$ cat src/rtl/pid_v2_pkg.sv
// Shared constants and saturation helpers for the second-generation assist PID regulator.
package pid_v2_pkg;

    // Derivative difference is saturated to this many signed bits before the gain.
    localparam int D_SAT_W = 9;
    // Width of the runtime kp/kd gain inputs.
    localparam int GAIN_W  = 4;
    // kp carries this many fractional bits (kp=4 means a gain of 1.0).
    localparam int KP_FRAC = 2;

    // Saturate a signed value to the signed range of n bits; result stays 32 bits wide.
    function automatic logic signed [31:0] sat_s2s(input logic signed [31:0] v, input int n);
        logic signed [31:0] hi;
        logic signed [31:0] lo;
        hi = (32'sd1 <<< (n - 1)) - 32'sd1;
        lo = -(32'sd1 <<< (n - 1));
        if (v > hi) begin
            return hi;
        end else if (v < lo) begin
            return lo;
        end
        return v;
    endfunction

    // Clamp a signed value into the unsigned range [0, 2^n-1]; result stays 32 bits wide.
    function automatic logic [31:0] clamp_u(input logic signed [31:0] v, input int n);
        logic signed [31:0] hi;
        hi = (32'sd1 <<< n) - 32'sd1;
        if (v < 32'sd0) begin
            return '0;
        end else if (v > hi) begin
            return hi;
        end
        return v;
    endfunction

endpackage

$ cat src/rtl/pid_slew_lim.sv
// Output stage: clamps the summed PID term to the drive range and limits its change per tick.
module pid_slew_lim
    import pid_v2_pkg::*;
#(
    parameter int OUT_W = 12,
    parameter int SUM_W = 16
) (
    input  logic                    clk,
    input  logic                    rst_n,
    input  logic                    clr,
    input  logic                    en,
    input  logic signed [SUM_W-1:0] target,
    input  logic [OUT_W-1:0]        slew_lim,
    output logic [OUT_W-1:0]        drv_mag,
    output logic                    drv_vld
);

    logic [31:0]      raw_u;
    logic [31:0]      cur_u;
    logic [31:0]      lim_u;
    logic [31:0]      delta;
    logic [OUT_W-1:0] mag_d;

    // Clamp the target, then step toward it by at most slew_lim (0 means jump straight there).
    always_comb begin
        raw_u = clamp_u(32'(target), OUT_W);
        cur_u = 32'(drv_mag);
        lim_u = 32'(slew_lim);
        delta = (raw_u >= cur_u) ? (raw_u - cur_u) : (cur_u - raw_u);
        mag_d = OUT_W'(raw_u);
        if (slew_lim != '0 && delta > lim_u) begin
            // Moving toward raw by slew_lim never crosses raw, so this cannot wrap.
            if (raw_u > cur_u) begin
                mag_d = drv_mag + slew_lim;
            end else begin
                mag_d = drv_mag - slew_lim;
            end
        end
    end

    // Drive register: cleared without slew by clr, updated and strobed when stage 1 is valid.
    always_ff @(posedge clk or negedge rst_n) begin
        if (!rst_n) begin
            drv_mag <= '0;
            drv_vld <= 1'b0;
        end else if (clr) begin
            drv_mag <= '0;
            drv_vld <= 1'b0;
        end else begin
            drv_vld <= en;
            if (en) begin
                drv_mag <= mag_d;
            end
        end
    end

endmodule

$ cat src/rtl/pid_regulator_v2.sv
// E-bike assist PID regulator: decimated tick, P/I/D stage-1 terms, clamped and slew-limited drive.
module pid_regulator_v2
    import pid_v2_pkg::*;
#(
    parameter int ERR_W    = 13,
    parameter int OUT_W    = 12,
    parameter int INT_W    = 18,
    parameter int DEC_W    = 20,
    parameter int D_DEPTH  = 2,
    parameter int FAST_SIM = 0
) (
    input  logic                    clk,
    input  logic                    rst_n,
    input  logic signed [ERR_W-1:0] error,
    input  logic                    err_vld,
    input  logic                    not_pedaling,
    input  logic [GAIN_W-1:0]       kp,
    input  logic [GAIN_W-1:0]       kd,
    input  logic [OUT_W-1:0]        slew_lim,
    output logic [OUT_W-1:0]        drv_mag,
    output logic                    drv_vld,
    output logic                    i_sat
);

    // Simulation builds shorten the tick period by watching only the low counter bits.
    localparam int TICK_W = (FAST_SIM != 0 && DEC_W > 15) ? 15 : DEC_W;
    // Widths of the registered stage-1 terms and the stage-2 sum.
    localparam int P_W    = ERR_W + GAIN_W + 1;
    localparam int D_W    = D_SAT_W + GAIN_W + 1;
    localparam int SUM_W  = OUT_W + 4;
    // Positive clamp of the integrator; it never goes negative, so the top bit stays 0.
    localparam logic [INT_W-1:0] INT_MAX = {1'b0, {(INT_W-1){1'b1}}};

    logic [DEC_W-1:0]         dec;
    logic                     tick;
    logic signed [ERR_W-1:0]  err_q;
    logic [INT_W-1:0]         integ;
    logic [INT_W-1:0]         integ_d;
    logic signed [31:0]       isum;
    logic signed [31:0]       dd;
    logic signed [D_SAT_W-1:0] dd_sat;
    logic signed [ERR_W-1:0]  hist [D_DEPTH];
    logic signed [P_W-1:0]    p_d;
    logic signed [P_W-1:0]    p_q;
    logic [OUT_W-1:0]         i_q;
    logic signed [D_W-1:0]    d_d;
    logic signed [D_W-1:0]    d_q;
    logic                     s1_vld;
    logic signed [SUM_W-1:0]  target;

    assign tick = &dec[TICK_W-1:0];

    // Free-running decimator; not_pedaling does not disturb the tick cadence.
    // NOTE: clocked state always uses <= so every flop samples pre-edge values regardless of statement order.
    always_ff @(posedge clk or negedge rst_n) begin
        if (!rst_n) begin
            dec <= '0;
        end else begin
            dec <= dec + DEC_W'(1);
        end
    end

    // Error capture register; a tick on the same edge still sees the previous sample.
    always_ff @(posedge clk or negedge rst_n) begin
        if (!rst_n) begin
            err_q <= '0;
        end else if (err_vld) begin
            err_q <= error;
        end
    end

    // Stage-1 arithmetic: scaled P, saturating integrator update and saturated derivative difference.
    // NOTE: every signal driven here is fully assigned on every path, so no latch can be inferred.
    always_comb begin
        p_d  = (P_W'(err_q) * P_W'($signed({1'b0, kp}))) >>> KP_FRAC;

        isum = $signed(32'(integ)) + 32'(err_q);
        if (isum < 32'sd0) begin
            integ_d = '0;
        end else if (isum > $signed(32'(INT_MAX))) begin
            integ_d = INT_MAX;
        end else begin
            integ_d = INT_W'(isum);
        end

        dd     = 32'(err_q) - 32'(hist[D_DEPTH-1]);
        dd_sat = D_SAT_W'(sat_s2s(dd, D_SAT_W));
        d_d    = D_W'(dd_sat) * D_W'($signed({1'b0, kd}));
    end

    // Stage-1 registers, integrator, history and saturation flag; all cleared while not pedaling.
    // NOTE: hist is a short shift register built from flops, not a RAM, so it takes the reset like any other state.
    always_ff @(posedge clk or negedge rst_n) begin
        if (!rst_n) begin
            integ  <= '0;
            i_sat  <= 1'b0;
            p_q    <= '0;
            i_q    <= '0;
            d_q    <= '0;
            s1_vld <= 1'b0;
            for (int k = 0; k < D_DEPTH; k++) begin
                hist[k] <= '0;
            end
        end else if (not_pedaling) begin
            integ  <= '0;
            i_sat  <= 1'b0;
            p_q    <= '0;
            i_q    <= '0;
            d_q    <= '0;
            s1_vld <= 1'b0;
            for (int k = 0; k < D_DEPTH; k++) begin
                hist[k] <= '0;
            end
        end else if (tick) begin
            integ   <= integ_d;
            i_sat   <= (integ_d == INT_MAX);
            p_q     <= p_d;
            // I term comes from the integrator value before this tick's update.
            i_q     <= integ[INT_W-2 -: OUT_W];
            d_q     <= d_d;
            s1_vld  <= 1'b1;
            hist[0] <= err_q;
            for (int k = 1; k < D_DEPTH; k++) begin
                hist[k] <= hist[k-1];
            end
        end else begin
            s1_vld <= 1'b0;
        end
    end

    // Stage-2 sum of the registered terms in OUT_W+4 signed bits.
    assign target = SUM_W'(p_q) + SUM_W'($signed({1'b0, i_q})) + SUM_W'(d_q);

    pid_slew_lim #(
        .OUT_W (OUT_W),
        .SUM_W (SUM_W)
    ) u_slew (
        .clk      (clk),
        .rst_n    (rst_n),
        .clr      (not_pedaling),
        .en       (s1_vld),
        .target   (target),
        .slew_lim (slew_lim),
        .drv_mag  (drv_mag),
        .drv_vld  (drv_vld)
    );

endmodule

$ cat config.mk
export PLATFORM = sky130hd
export DESIGN_NAME = pid_regulator_v2
export DESIGN_NICKNAME = d
export VERILOG_FILES = /design/src/rtl/pid_v2_pkg.sv /design/src/rtl/pid_slew_lim.sv /design/src/rtl/pid_regulator_v2.sv
export SDC_FILE = /design/constraint.sdc
export NUM_CORES = 1
export LEC_CHECK = 0
export ABC_AREA = 1
export BUFFER_PORTS_ARGS = -buffer_cell sky130_fd_sc_hd__clkbuf_2
export CAP_MARGIN = 40
export CORE_ASPECT_RATIO = 1.25
export CORE_MARGIN = 3
export CORE_UTILIZATION = 60
export DETAILED_ROUTE_END_ITERATION = 6
export MAX_ROUTING_LAYER = met4
export PLACE_DENSITY = 0.84
export SLEW_MARGIN = 10
export SYNTH_ARGS = -nofsm -noshare
export SYNTH_HDL_FRONTEND = slang
export SYNTH_SLANG_ARGS = --single-unit
$ cat constraint.sdc
create_clock -name clk -period 10.38 [get_ports clk]
set_input_delay 1.038 -clock clk [delete_from_list [all_inputs] [get_ports clk]]
set_output_delay 1.038 -clock clk [all_outputs]
set_load 0.01 [all_outputs]
# After elaboration in Yosys (flattened, before gate mapping)

Cells that the tools add are included.
Widths: inputs -> output; s select.

RAM bits: 0
Bits in latches: 0
Memories: 0
ROM bits: 0
Register bits: 134

$add $sub $neg: 9
Reductions and logical operators: 5
Muxes and demuxes: 32
Equal/unequal tests: 1
Shift-type cells: 0
Order comparisons: 9
$mul: 2
Div/mod/pow operators: 0
Bitwise logic cells: 0

Operator list:

| operator              | count |
|---|---|
| $mux 32               | 4 |
| $mux 12               | 6 |
| $mux 18               | 4 |
| $gt 32x12->1          | 2 |
| $mux 26               | 2 |
| $ge 32x12->1          | 1 |
| $mux 16               | 2 |
| $sub 12x32->32        | 1 |
| $sub 32x12->32        | 1 |
| $mux 14               | 2 |
| $mux 9                | 3 |
| $add 19x13->20        | 1 |
| $add 20x1->20 const B | 1 |
| $gt 20x18->1 const B  | 1 |
| $lt 20x1->1 const B   | 1 |
| $reduce_and 20->1     | 1 |
| $eq 18x17->1 const B  | 1 |
| $mul 13x5->18         | 1 |
| $add 16x13->16        | 1 |
| $add 16x14->16        | 1 |
| $gt 16x13->1 const B  | 1 |
| $lt 16x1->1 const B   | 1 |
| $gt 14x9->1 const B   | 1 |
| $lt 14x9->1 const B   | 1 |
| 8 further kinds       | 17 |

# Longest topological paths before layout

Gate-level depths: netlist of run 1.

Depth after elaboration: 13
Mapped depth: 41
Gate-level depth less buffers: 39

# Modules after synthesis

Synthesis of run 1 repeated with hierarchy kept, for this count alone.

Cells, all modules: 1984
Area total of the unflattened synthesis: 14231.1 um^2

By module, submodules not included:

| module           | sequential area each (um^2) | instances | cells each | area an instance (um^2) |
|---|---|---|---|---|
| pid_regulator_v2 | 3027.9                      | 1         | 1449       | 10976.8 |
| pid_slew_lim     | 325.3                       | 1         | 535        | 3254.4 |

# Least setup slack after synthesis of run 1

Ideal clock, no wire load.

Kind: register -> register
Start: reg p_q[1]
End: reg u_slew.drv_mag[10]
Stages on the path, launching flop included: 38
Library setup time: 0.118 ns
Required time: 10.262 ns
Path buffers: 1
Arrival: 5.741 ns
Setup slack: 4.522 ns
Period minus slack after synthesis: 5.858 ns
Cells stage by stage: dfrtp_1 fa_1 ha_1 inv_1 fa_1 nand3b_1 nand2_1 a21oi_1 o21ai_2 nand3_1 nand2_1 xor2_2 nand2_1 ha_1 fa_1 o21ai_1 a21oi_1 o21ai_1 [... 2 more ...] nand2_4 inv_4 o41ai_1 xor2_1 inv_1 ha_1 nand4_1 inv_1 nand2_1 nor3_1 nor2_1 nor2_2 nand3_2 nand2_2 buf_6 nand2_1 nand3_1 nand2_1

Word-level cells in the longest chain between the ends: 13
Elaborated cells between the ends (all ways): 19
Those cells by class: add/sub: 4; order compare: 5; mux: 9; reduce/logical: 1

RTL lines:

| item                                   | RTL line                | RTL |
|---|---|---|
| start: declaration                     | pid_regulator_v2.sv:44  | `logic signed [P_W-1:0] p_q;` |
| start signal: assignment               | pid_regulator_v2.sv:117 | `p_q <= p_d;` |
| $add 16x13->16 *                       | pid_regulator_v2.sv:132 | `assign target = SUM_W'(p_q) + SUM_W'($signed({1'b0, i_q})) + SUM_W'(d_q);` |
| $add 16x14->16 *                       | pid_regulator_v2.sv:132 |  |
| $gt 16x13->1                           | pid_v2_pkg.sv:31        | `end else if (v > hi) begin` |
| $mux 1                                 | pid_v2_pkg.sv:31        |  |
| $mux 1                                 | pid_v2_pkg.sv:29        | `if (v < 32'sd0) begin` |
| $mux 32 *                              | pid_v2_pkg.sv:34        | `return v;` |
| $sub 12x32->32 (tied with other cells) | pid_slew_lim.sv:29      | `delta = (raw_u >= cur_u) ? (raw_u - cur_u) : (cur_u - raw_u);` |
| $mux 32                                | pid_slew_lim.sv:29      |  |
| $gt 32x12->1                           | pid_slew_lim.sv:31      | `if (slew_lim != '0 && delta > lim_u) begin` |
| $logic_and 1x1->1                      | pid_slew_lim.sv:31      |  |
| $mux 12 *                              | pid_slew_lim.sv:31      |  |
| $mux 12 *                              | pid_slew_lim.sv:51      | `if (en) begin` |
| $mux 12 *                              | pid_slew_lim.sv:46      | `end else if (clr) begin` |
| end signal: assignment                 | pid_slew_lim.sv:52      | `drv_mag <= mag_d;` |
| end: declaration                       | pid_slew_lim.sv:14      | `output logic [OUT_W-1:0] drv_mag,` |

Every way passes the cells marked *; elsewhere a longest branch is shown, timed or not. The select of a mux whose other input is x is not followed.
A chain may end at the register's enable or synchronous reset.

# Worst setup path in the final report of run 1

Start: reg p_q[1]
End: reg u_slew.drv_mag[0]

Same word-level chain as after synthesis.

==> impl_metrics.toml, run 1 <==
[grt]
grtUsageTotal_pct = 31.6
grt_pass1_wl_um = 62900
grt_remaining_overflow = 0
grt_pass1_vias = 13100
grt_antenna_before_repair = 0
grt_max_degree = 81

[place]
gp_routability_congestion = 1.00
port_buffers = 50
dp_hpwl_um = 30700
dpl_worst_slack_ns = 3.26
dp.cells = 2307

[clock_tree]
clk-insertion-delay-late_ns = 0.43
clk_pin_slew_worst_paths_ns = 0.06
cts-htree-levels = 4
cts_resized = 0
root_buffer = "clkbuf_16"
hold_buffers = 0
cts_tree = "done"
clk_path_buf_depth = 2
cts_made_buffers = 17
cts_sinks = 134
post_cts_buffers = 0

[setup_path]
crit_path_top_delay_cell = "fa_1"
crit_type = "flip-flop to flip-flop"
crit_path_max_fanout = 17
crit_top_cell = "nand2_1"
cpPeakStageDelay_ns = 0.55
cp.arrival_ns = 7.45
crit_required_ns = 10.70
cp-start-kind = "flip-flop"
end_kind = "flip-flop"

[yosys]
ys_warn_count = 0
synthesis.area_um2 = 14400
synth-seq-cells = 134
syn_area_per_cell_um2 = 7.20
ys_seq_area_share_pct = 23.3
synthFlopType = "dfrtp_1"
async_reset_ff_share_pct = 100
synthDistinctLibCells = 60
netlist_instances = 1998
synth_edf_count = 0

[finish]
stdcell_count = 2339
diodes = 0
layout.nets = 2299
syn2layout_area_growth_pct = 7.50
final_common_cell = "nand2_1"
drive_above_1_share_pct = 7.46
final_cell_mix = "nand2_1, inv_1, ha_1"
multiInputGateArea_um2 = 9330
num-fill-cells = 2010
seqCellArea_um2 = 3350

[sta]
slew_violations = 0
timing.setup.tns_ns = 0
setup_viol_count_final = 0
fin_crit_sh_pct = 68.7
worst_slew_pin_slew_ns = 0.887
hold_viol = 0
max_clock_freq_mhz = 140
finalClockSkew_ns = 0.0116
rsz0062_at_grt = "no"
fin_ws_ns = 3.25
relSlewSlack_pct = 40.9
period_minus_slack_ns = 7.13

[floorplan]
io_pins = 51
row_count = 62
die_area_um2 = 25900
fp.coreArea_um2 = 23300
initial_core_util_pct = 61.8
chipHeight_um = 179
fp.dieW_um = 145

[power]
power.switching_mw = 0.720
clkPwrFrac_pct = 33.5
swShare_pct = 38.3
power_density_nw_per_um2 = 121
sequentialPowerShare_pct = 28.9
p_comb_share_pct = 37.6
leakage_nw = 9.00
intPower_mw = 1.16
peakVddDrop_mv = 0.125

[drt]
route.detailed.drc = 1
initialDrtViolationCount = 624
drt_pass1_iterations = 7
drt.antenna.violating_nets = 0
route.vias.total = 12900
drt-total-wl_um = 38200
vias_per_cell = 5.52
wl_per_cell_um = 16.3

[status]
status = "finished, violations left"
violations = "design-rule violations"

[hold_path]
hp-class = "flip-flop to flip-flop"

[job]
max-cap-violations = 0
[worst max-delay path: cells and delay by family (launching register included)]
| family | cells | cell delay, ns |
|---|---|---|
| adder cells (fa/ha/maj) | 7 | 2.30 |
| AO/OA/AOI/OAI | 6 | 1.23 |
| buffers and inverters | 5 | 0.35 |
| AND/OR/NAND/NOR | 16 | 2.14 |
| flip-flops | 1 | 0.41 |
| XOR/XNOR | 2 | 0.57 |
[per-stage QoR]
step	util [%]	area, µm²	hold slack, ns	total power [mW]
floorplan	-	14400	0.441	1.07
global placement	63.8	14800	0.458	1.21
detailed placement	63.9	14900	0.472	1.25
CTS	66.5	15500	0.488	1.88
global route	66.5	15500	0.505	2.00
finish	66.5	15500	0.481	1.88
[registers in the layout, summed over array words and instances (netlist names)]
signal and cells:
i_q 12, err_q 13, p_q 16, s1_vld 1
u_slew.drv_mag 12, integ 18, u_slew.drv_vld 1, dec 20
hist 26, d_q 14, i_sat 1
[power by group through the flow]
stage               combinational [mW]  clock (mW)  sequential, mW
global placement                 0.663           0           0.552
global route                     0.807       0.654           0.543
CTS                              0.702       0.633           0.543
floorplan                        0.526           0           0.544
finish                           0.707       0.629           0.543
detailed placement               0.693           0           0.552
[synthesized netlist by cell type, types with 3 or more instances]
cell | n | area, µm²
nand2_1 | 500 | 1880
inv_1 | 399 | 1500
ha_1 | 160 | 2000
dfrtp_1 | 134 | 3350
nor2_1 | 134 | 503
nand3_1 | 104 | 521
a21oi_1 | 100 | 500
o21ai_0 | 65 | 325
fa_1 | 64 | 1280
xor2_1 | 63 | 552
o21ai_1 | 31 | 155
xnor2_1 | 29 | 254
o22ai_1 | 27 | 169
nand4_1 | 20 | 125
clkbuf_1 | 16 | 60.1
nand2_2 | 15 | 93.8
nor3_1 | 14 | 70.1
o21ai_2 | 13 | 114
buf_2 | 11 | 55.1
nand2_4 | 8 | 90.1
nand3b_1 | 8 | 60.1
nand3_2 | 7 | 70.1
o21bai_1 | 6 | 45.0
a21o_1 | 5 | 37.5
nor2_2 | 5 | 31.3
a22o_1 | 4 | 35.0
buf_4 | 4 | 30.0
inv_2 | 4 | 15.0
nor2_4 | 4 | 45.0
a31oi_1 | 3 | 18.8
and2_1 | 3 | 18.8
clkinv_1 | 3 | 11.3
mux2i_1 | 3 | 30.0
[final timing paths]
path	to	slack (ns)	startpoint	depth (start not counted)
setup reg to reg	u_slew.drv_mag[0]	3.25	p_q[1]	36
min in group asynchronous	hist[25]	0.63	rst_n	1
hold / removal	dec[0]	0.48	dec[0]	1
hold reg to reg	dec[0]	0.48	dec[0]	1
max in group asynchronous	dec[7]	8.56	rst_n	2
setup / recovery	u_slew.drv_mag[0]	3.25	p_q[1]	36
[final cells by class]
cell class	instances	area share [%]
clock buffers	18	2.77
flip-flops and latches	134	21.7
clock inverters	14	1.13
repair buffers	53	1.93
well taps	288	2.33
inverters	407	9.89
multi-input cells	1425	60.3
[kinds of logic after synthesis]
logic type,synth area share [%]
XOR/XNOR,5.71
other,0.0261
AND/OR/NAND/NOR,25.3
flip-flops,23.3
buffers and inverters,12.0
multiplexers,0.209
AO/OA/AOI/OAI,10.7
adder cells (fa/ha/maj),22.8
[layer usage]
metal  track usage [%]  vias to the layer above  wire [µm]  part of all wire (%)
met5                 -                        -          0                     0
met4              14.6                        0       1900                   5.0
met3              4.08                      103       1620                   4.3
met2              59.2                      349      20700                    54
met1              32.3                     6091      14000                    37
li1                  -                     6379          -                     -
Power figures use the tool's default switching activity.
==> run 2, diff against run 1 <==
--- a/config.mk
+++ b/config.mk
@@ -10,7 +10,7 @@
 export CAP_MARGIN = 40
 export CORE_ASPECT_RATIO = 1.25
 export CORE_MARGIN = 3
-export CORE_UTILIZATION = 60
+export CORE_UTILIZATION = 58
 export DETAILED_ROUTE_END_ITERATION = 6
 export MAX_ROUTING_LAYER = met4
 export PLACE_DENSITY = 0.84
==> constraint.sdc (replaced) <==
create_clock -name clk -period 6.4 [get_ports clk]
set_input_delay 0.64 -clock clk [delete_from_list [all_inputs] [get_ports clk]]
set_output_delay 0.64 -clock clk [all_outputs]
set_load 0.01 [all_outputs]
==> run 2 against run 1 <==
Net effect: the flow now finishes without violations; cell area rose by 4.3%; die area up 3.3%; via count up 1.8%; fmax up 17%; core utilization is 0.66 points higher; wire length is 0.90% higher; critical path depth did not move; register-to-register slack lost 2.9 ns; worst setup slack got worse by 2.9 ns; sequential power up 62%; clock power grew 76%.
==> impl_metrics.toml, run 2 (synthesis gave the netlist of run 1 again) <==
[status]
status = "complete, no violations"

[grt]
grtUsageTotal_pct = 29.7
grt_max_degree = 84
grt_pass1_vias = 13300
grt_pass1_wl_um = 62700
grt_antenna_before_repair = 0
grt_remaining_overflow = 0

[finish]
layout.nets = 2349
stdcell_count = 2426
reg.largest.list = "hist (26), dec (20), integ (18)"
seqCellArea_um2 = 3350
drive_above_1_share_pct = 11.2
fin_util_pct = 67.1
largest-register = "hist"
num-fill-cells = 2035
syn2layout_area_growth_pct = 12.2
final_common_cell = "nand2_1"
largest_reg_flops = 26
diodes = 0
multiInputGateArea_um2 = 9510
final_cell_mix = "nand2_1, inv_1, ha_1"
final_area_um2 = 16100

[setup_path]
cp-start-kind = "flip-flop"
crit_required_ns = 6.77
cpPeakStageDelay_ns = 0.54
end_kind = "flip-flop"
crit_top_cell = "inv_1"
crit_type = "flip-flop to flip-flop"
crit_path_top_delay_cell = "fa_1"
cp.arrival_ns = 6.44
crit_path_max_fanout = 7

[clock_tree]
cts-htree-levels = 4
cts_tree = "done"
root_buffer = "clkbuf_16"
cts_sinks = 134
clk-insertion-delay-late_ns = 0.44
hold_buffers = 0
clk_path_buf_depth = 2
clk_pin_slew_worst_paths_ns = 0.07
cts_made_buffers = 17

[drt]
route.detailed.drc = 0
initialDrtViolationCount = 612
drt_pass1_iterations = 5
route.vias.total = 13200
vias_per_cell = 5.42
drt-total-wl_um = 38500
drt.antenna.violating_nets = 0
wl_per_cell_um = 15.9

[power]
power_density_nw_per_um2 = 192
totalPowerFinal_mw = 3.10
peakVddDrop_mv = 0.184
leakage_nw = 9.28

[sta]
relSlewSlack_pct = 42.4
fin_ws_ns = 0.327
fin_crit_sh_pct = 94.9
period_minus_slack_ns = 6.07
timing.setup.tns_ns = 0
worst_slew_pin_slew_ns = 0.861
timing.hold.ws_ns = 0.226
setup_viol_count_final = 0
slew_violations = 0
finalClockSkew_ns = 0.0153
max_clock_freq_mhz = 165
hold_viol = 0

[place]
dp_hpwl_um = 30600
gp_routability_congestion = 0.972
dpl_worst_slack_ns = -0.165
dp.cells = 2385
port_buffers = 50
place_area_um2 = 15200

[floorplan]
chipHeight_um = 182
initial_core_util_pct = 59.9
row_count = 63
fp.coreArea_um2 = 24000
die_area_um2 = 26800
fp.dieW_um = 147
io_pins = 51

[hold_path]
hp-class = "input pin to asynchronous set/reset pin"

[job]
max-cap-violations = 0
[run 2: changes by cell type in the layout (fill, tap and decap cells not counted), moves of 3 or more]
cell	delta
nand2_2	+5
buf_6	+3
a21oi_1	-7
buf_4	+45
ha_4	+4
clkinv_2	-3
ha_1	-7
a21oi_2	+6
ha_2	+3
o21ai_0	-5
nand2_1	-7
inv_8	+3
[run 2: worst max-delay path: cells and delay by family (launching register included)]
kind | cells | cell delay (ns)
adder cells (fa/ha/maj) | 7 | 2.08
AO/OA/AOI/OAI | 6 | 0.96
buffers and inverters | 6 | 0.55
flip-flops | 1 | 0.40
AND/OR/NAND/NOR | 15 | 1.61
XOR/XNOR | 2 | 0.41
[run 2: worst paths after layout]
kind,startpoint,endpoint,slack (ns),cells past startpoint
min in group clk,error[11],err_q[11],0.41,3
hold / removal,rst_n,i_sat,0.23,1
max in group asynchronous,rst_n,dec[19],5.03,2
setup / recovery,p_q[1],u_slew.drv_mag[1],0.33,36
setup reg to reg,p_q[1],u_slew.drv_mag[1],0.33,36
hold reg to reg,dec[0],dec[0],0.48,1
[run 2: metal layers]
layer	track usage (%)	share of wire, %
met1	30.9	37
met2	54.1	52
met3	2.66	3.8
met4	18.3	7.2
met5	-	0
[run 2: power by group]
group / switching [mW] / internal [mW] / total (mW) / leakage [nW]
sequential: 0.0227 / 0.855 / 0.877 / 1.83
combinational: 0.713 / 0.408 / 1.12 / 7.12
clock: 0.433 / 0.673 / 1.11 / 0.324
total: 1.17 / 1.94 / 3.10 / 9.28
[run 2: area by class of cell]
class	count	share of cell area, %
clock inverter	15	1.45
clock buffer	17	2.64
sequential	134	20.8
inverter	407	9.48
multi-input combinational	1425	58.9
tap	325	2.52
timing repair buffer	103	4.23
[run 2: repair_timing]
action                     4_1_cts  5_1_grt
setup buffers                    0        7
cloned                           0        2
resized for setup                2       49
setup endpoints to repair       12       13
pin swaps                        0       14
==> run 3, diff against run 2 <==
--- a/config.mk
+++ b/config.mk
@@ -5,7 +5,6 @@
 export SDC_FILE = /design/constraint.sdc
 export NUM_CORES = 1
 export LEC_CHECK = 0
-export ABC_AREA = 1
 export BUFFER_PORTS_ARGS = -buffer_cell sky130_fd_sc_hd__clkbuf_2
 export CAP_MARGIN = 40
 export CORE_ASPECT_RATIO = 1.25
==> run 3 against run 2 <==
Net effect: the flow now finishes with violations (negative setup slack); global-route usage increased by 0.50 points; final cell count decreased by 8.6%; combinational power increased by 16%; sequential cell count unchanged; sequential power decreased by 1%; die area decreased by 2.2%; critical endpoint is now u_slew.drv_mag[6].
==> impl_metrics.toml, run 3 <==
[power]
power_density_nw_per_um2 = 186
peakVddDrop_mv = 0.182
leakage_nw = 8.16
totalPowerFinal_mw = 3.14

[sta]
slew_violations = 0
fin_ws_ns = -1.44
fin_crit_sh_pct = 123
setup_viol_count_final = 12
rsz0062_at_grt = "yes"
hold_viol = 0
max_clock_freq_mhz = 128
period_minus_slack_ns = 7.84
timing.setup.tns_ns = -16.51
finalClockSkew_ns = 0.0106
timing.hold.ws_ns = 0.146
worst_slew_pin_slew_ns = 0.878
relSlewSlack_pct = 41.5

[yosys]
synth_common_cells = "inv_1, nand2_1, a21oi_1, ha_1, dfrtp_1"
synthFlopType = "dfrtp_1"
synth_top_area_share_pct = 23.9
synthTopCellsByArea = "dfrtp_1, ha_1, fa_1, a21oi_1, inv_1"
synth_top_cell_by_area = "dfrtp_1"
async_reset_ff_share_pct = 100
synth_edf_count = 0
ys_warn_count = 0
synthesis.area_um2 = 14100
synth-seq-cells = 134
synthDistinctLibCells = 86
ys_seq_area_share_pct = 23.9
netlist_instances = 1674
syn_area_per_cell_um2 = 8.40

[drt]
route.vias.total = 13200
route.detailed.drc = 0
initialDrtViolationCount = 910
drt_pass1_iterations = 6
drt.antenna.violating_nets = 0
vias_per_cell = 5.95
drt-total-wl_um = 38700
wl_per_cell_um = 17.5

[status]
status = "finished, violations left"
violations = "negative setup slack"

[setup_path]
cp.arrival_ns = 8.18
crit_buf_inv = 4
crit_type = "flip-flop to flip-flop"
crit_path_top_delay_cell = "fa_1"
critPathTopFamily = "compound AO/OA/AOI/OAI gates"
cp-start-kind = "flip-flop"
crit_required_ns = 6.74
cpPeakStageDelay_ns = 0.49
end_kind = "flip-flop"
crit_path_max_fanout = 6

[finish]
layout.nets = 2141
largest-register = "hist"
largest_reg_flops = 26
syn2layout_area_growth_pct = 20.0
stdcell_count = 2218
reg.largest.list = "hist (26), dec (20), integ (18)"
final_common_cell = "nand2_1"
drive_above_1_share_pct = 19.7
diodes = 0
final_cell_mix = "nand2_1, inv_1, buf_4"

[place]
dp.cells = 2162
gp_routability_congestion = 0.950
port_buffers = 50
dp_hpwl_um = 29100
dpl_worst_slack_ns = -1.34

[grt]
grt_pass1_vias = 13600
grtUsageTotal_pct = 30.2
grt_antenna_before_repair = 0
grt_pass1_wl_um = 63600
grt_max_degree = 69
grt_remaining_overflow = 0

[clock_tree]
cts_made_buffers = 17
clk_pin_slew_worst_paths_ns = 0.07
cts_sinks = 134
clk_path_buf_depth = 2
cts-htree-levels = 4
clk-insertion-delay-late_ns = 0.44
cts_tree = "done"
root_buffer = "clkbuf_16"

[hold_path]
hp-class = "input pin to asynchronous set/reset pin"

[floorplan]
fp.coreArea_um2 = 23800
row_count = 63
initial_core_util_pct = 59.1
die_area_um2 = 26200
io_pins = 51
chipHeight_um = 180
fp.dieW_um = 145

[job]
max-cap-violations = 0
[run 3: changes by cell type in the layout (fill, tap and decap cells not counted), sizes merged, moves of 29 or more]
cell and delta:
xor2 -37, inv -213, and2 +43, o21a +29
nor2 -43, a21oi +62, nand3 -84, nand2 -333
xnor2 +33, buf +139, o21ai -29
[run 3: cells by family (layout without fill, tap and decap cells)]
| group | Yosys count | in the layout | synth area share, % |
|---|---|---|---|
| compound gates | 454 | 454 | 21.8 |
| mux | 17 | 17 | 1.31 |
| fa+ha+maj | 224 | 224 | 23.4 |
| buf+inv | 246 | 463 | 6.70 |
| other cells | 1 | 3 | 0.0267 |
| xor+xnor | 89 | 89 | 5.55 |
| flops | 134 | 134 | 23.9 |
| simple gates | 509 | 509 | 17.5 |
[run 3: final cells by class]
type / instances / area (µm²)
clock buffer: 19 / 453
clock inverter: 13 / 128
fill: 1701 / 6930
inverter: 190 / 713
multi-input combinational: 1296 / 10100
sequential: 134 / 3350
tap: 325 / 407
timing repair buffer: 241 / 1760
[run 3: power breakdown]
part	switching (mW)	internal (mW)	total, mW	leakage (nW)
clock	0.439	0.536	0.975	0.285
combinational	0.752	0.543	1.30	6.05
sequential	0.0110	0.855	0.866	1.83
total	1.20	1.93	3.14	8.16
[run 3: path summary, 6_finish.rpt]
| path | start | to | slack (ns) | depth (start not counted) |
|---|---|---|---|---|
| worst max-delay path | d_q[1] | u_slew.drv_mag[6] | -1.44 | 36 |
| worst min-delay path | rst_n | err_q[11] | 0.15 | 1 |
| worst max register to register | d_q[1] | u_slew.drv_mag[6] | -1.44 | 36 |
| worst min register to register | dec[15] | dec[15] | 0.46 | 1 |
| max in group asynchronous | rst_n | dec[14] | 5.18 | 3 |
| min in group clk | error[0] | err_q[0] | 0.41 | 3 |
[run 3: what timing repair did]
item                       in CTS  in global routing
gates cloned                    1                  0
pin swaps                       6                 18
setup endpoints to repair      16                 18
setup buffers                  14                  9
resized for setup              20                 32
hold buffers                    0                  0
[run 3: worst register-to-register path, delay by kind of cell, from the launching register on]
family	cells	cell delay, ns
compound gates	16	3.67
xor+xnor	1	0.12
fa+ha+maj	6	1.57
buf+inv	4	0.37
flops	1	0.40
simple gates	9	1.60
[run 3: layer usage]
metal / global-route usage [%] / vias up / part of all wire [%]
li1: - / 6237 / -
met1: 32.3 / 6315 / 38
met2: 53.2 / 469 / 51
met3: 3.67 / 178 / 4.8
met4: 18.9 / 0 / 6.4
met5: - / - / 0
[run 3: stage by stage]
stage	util, %	instance area [µm²]
floorplan	-	14200
global placement	66.5	15800
detailed placement	66.6	15900
CTS	70.0	16700
global route	70.9	16900
finish	70.9	16900
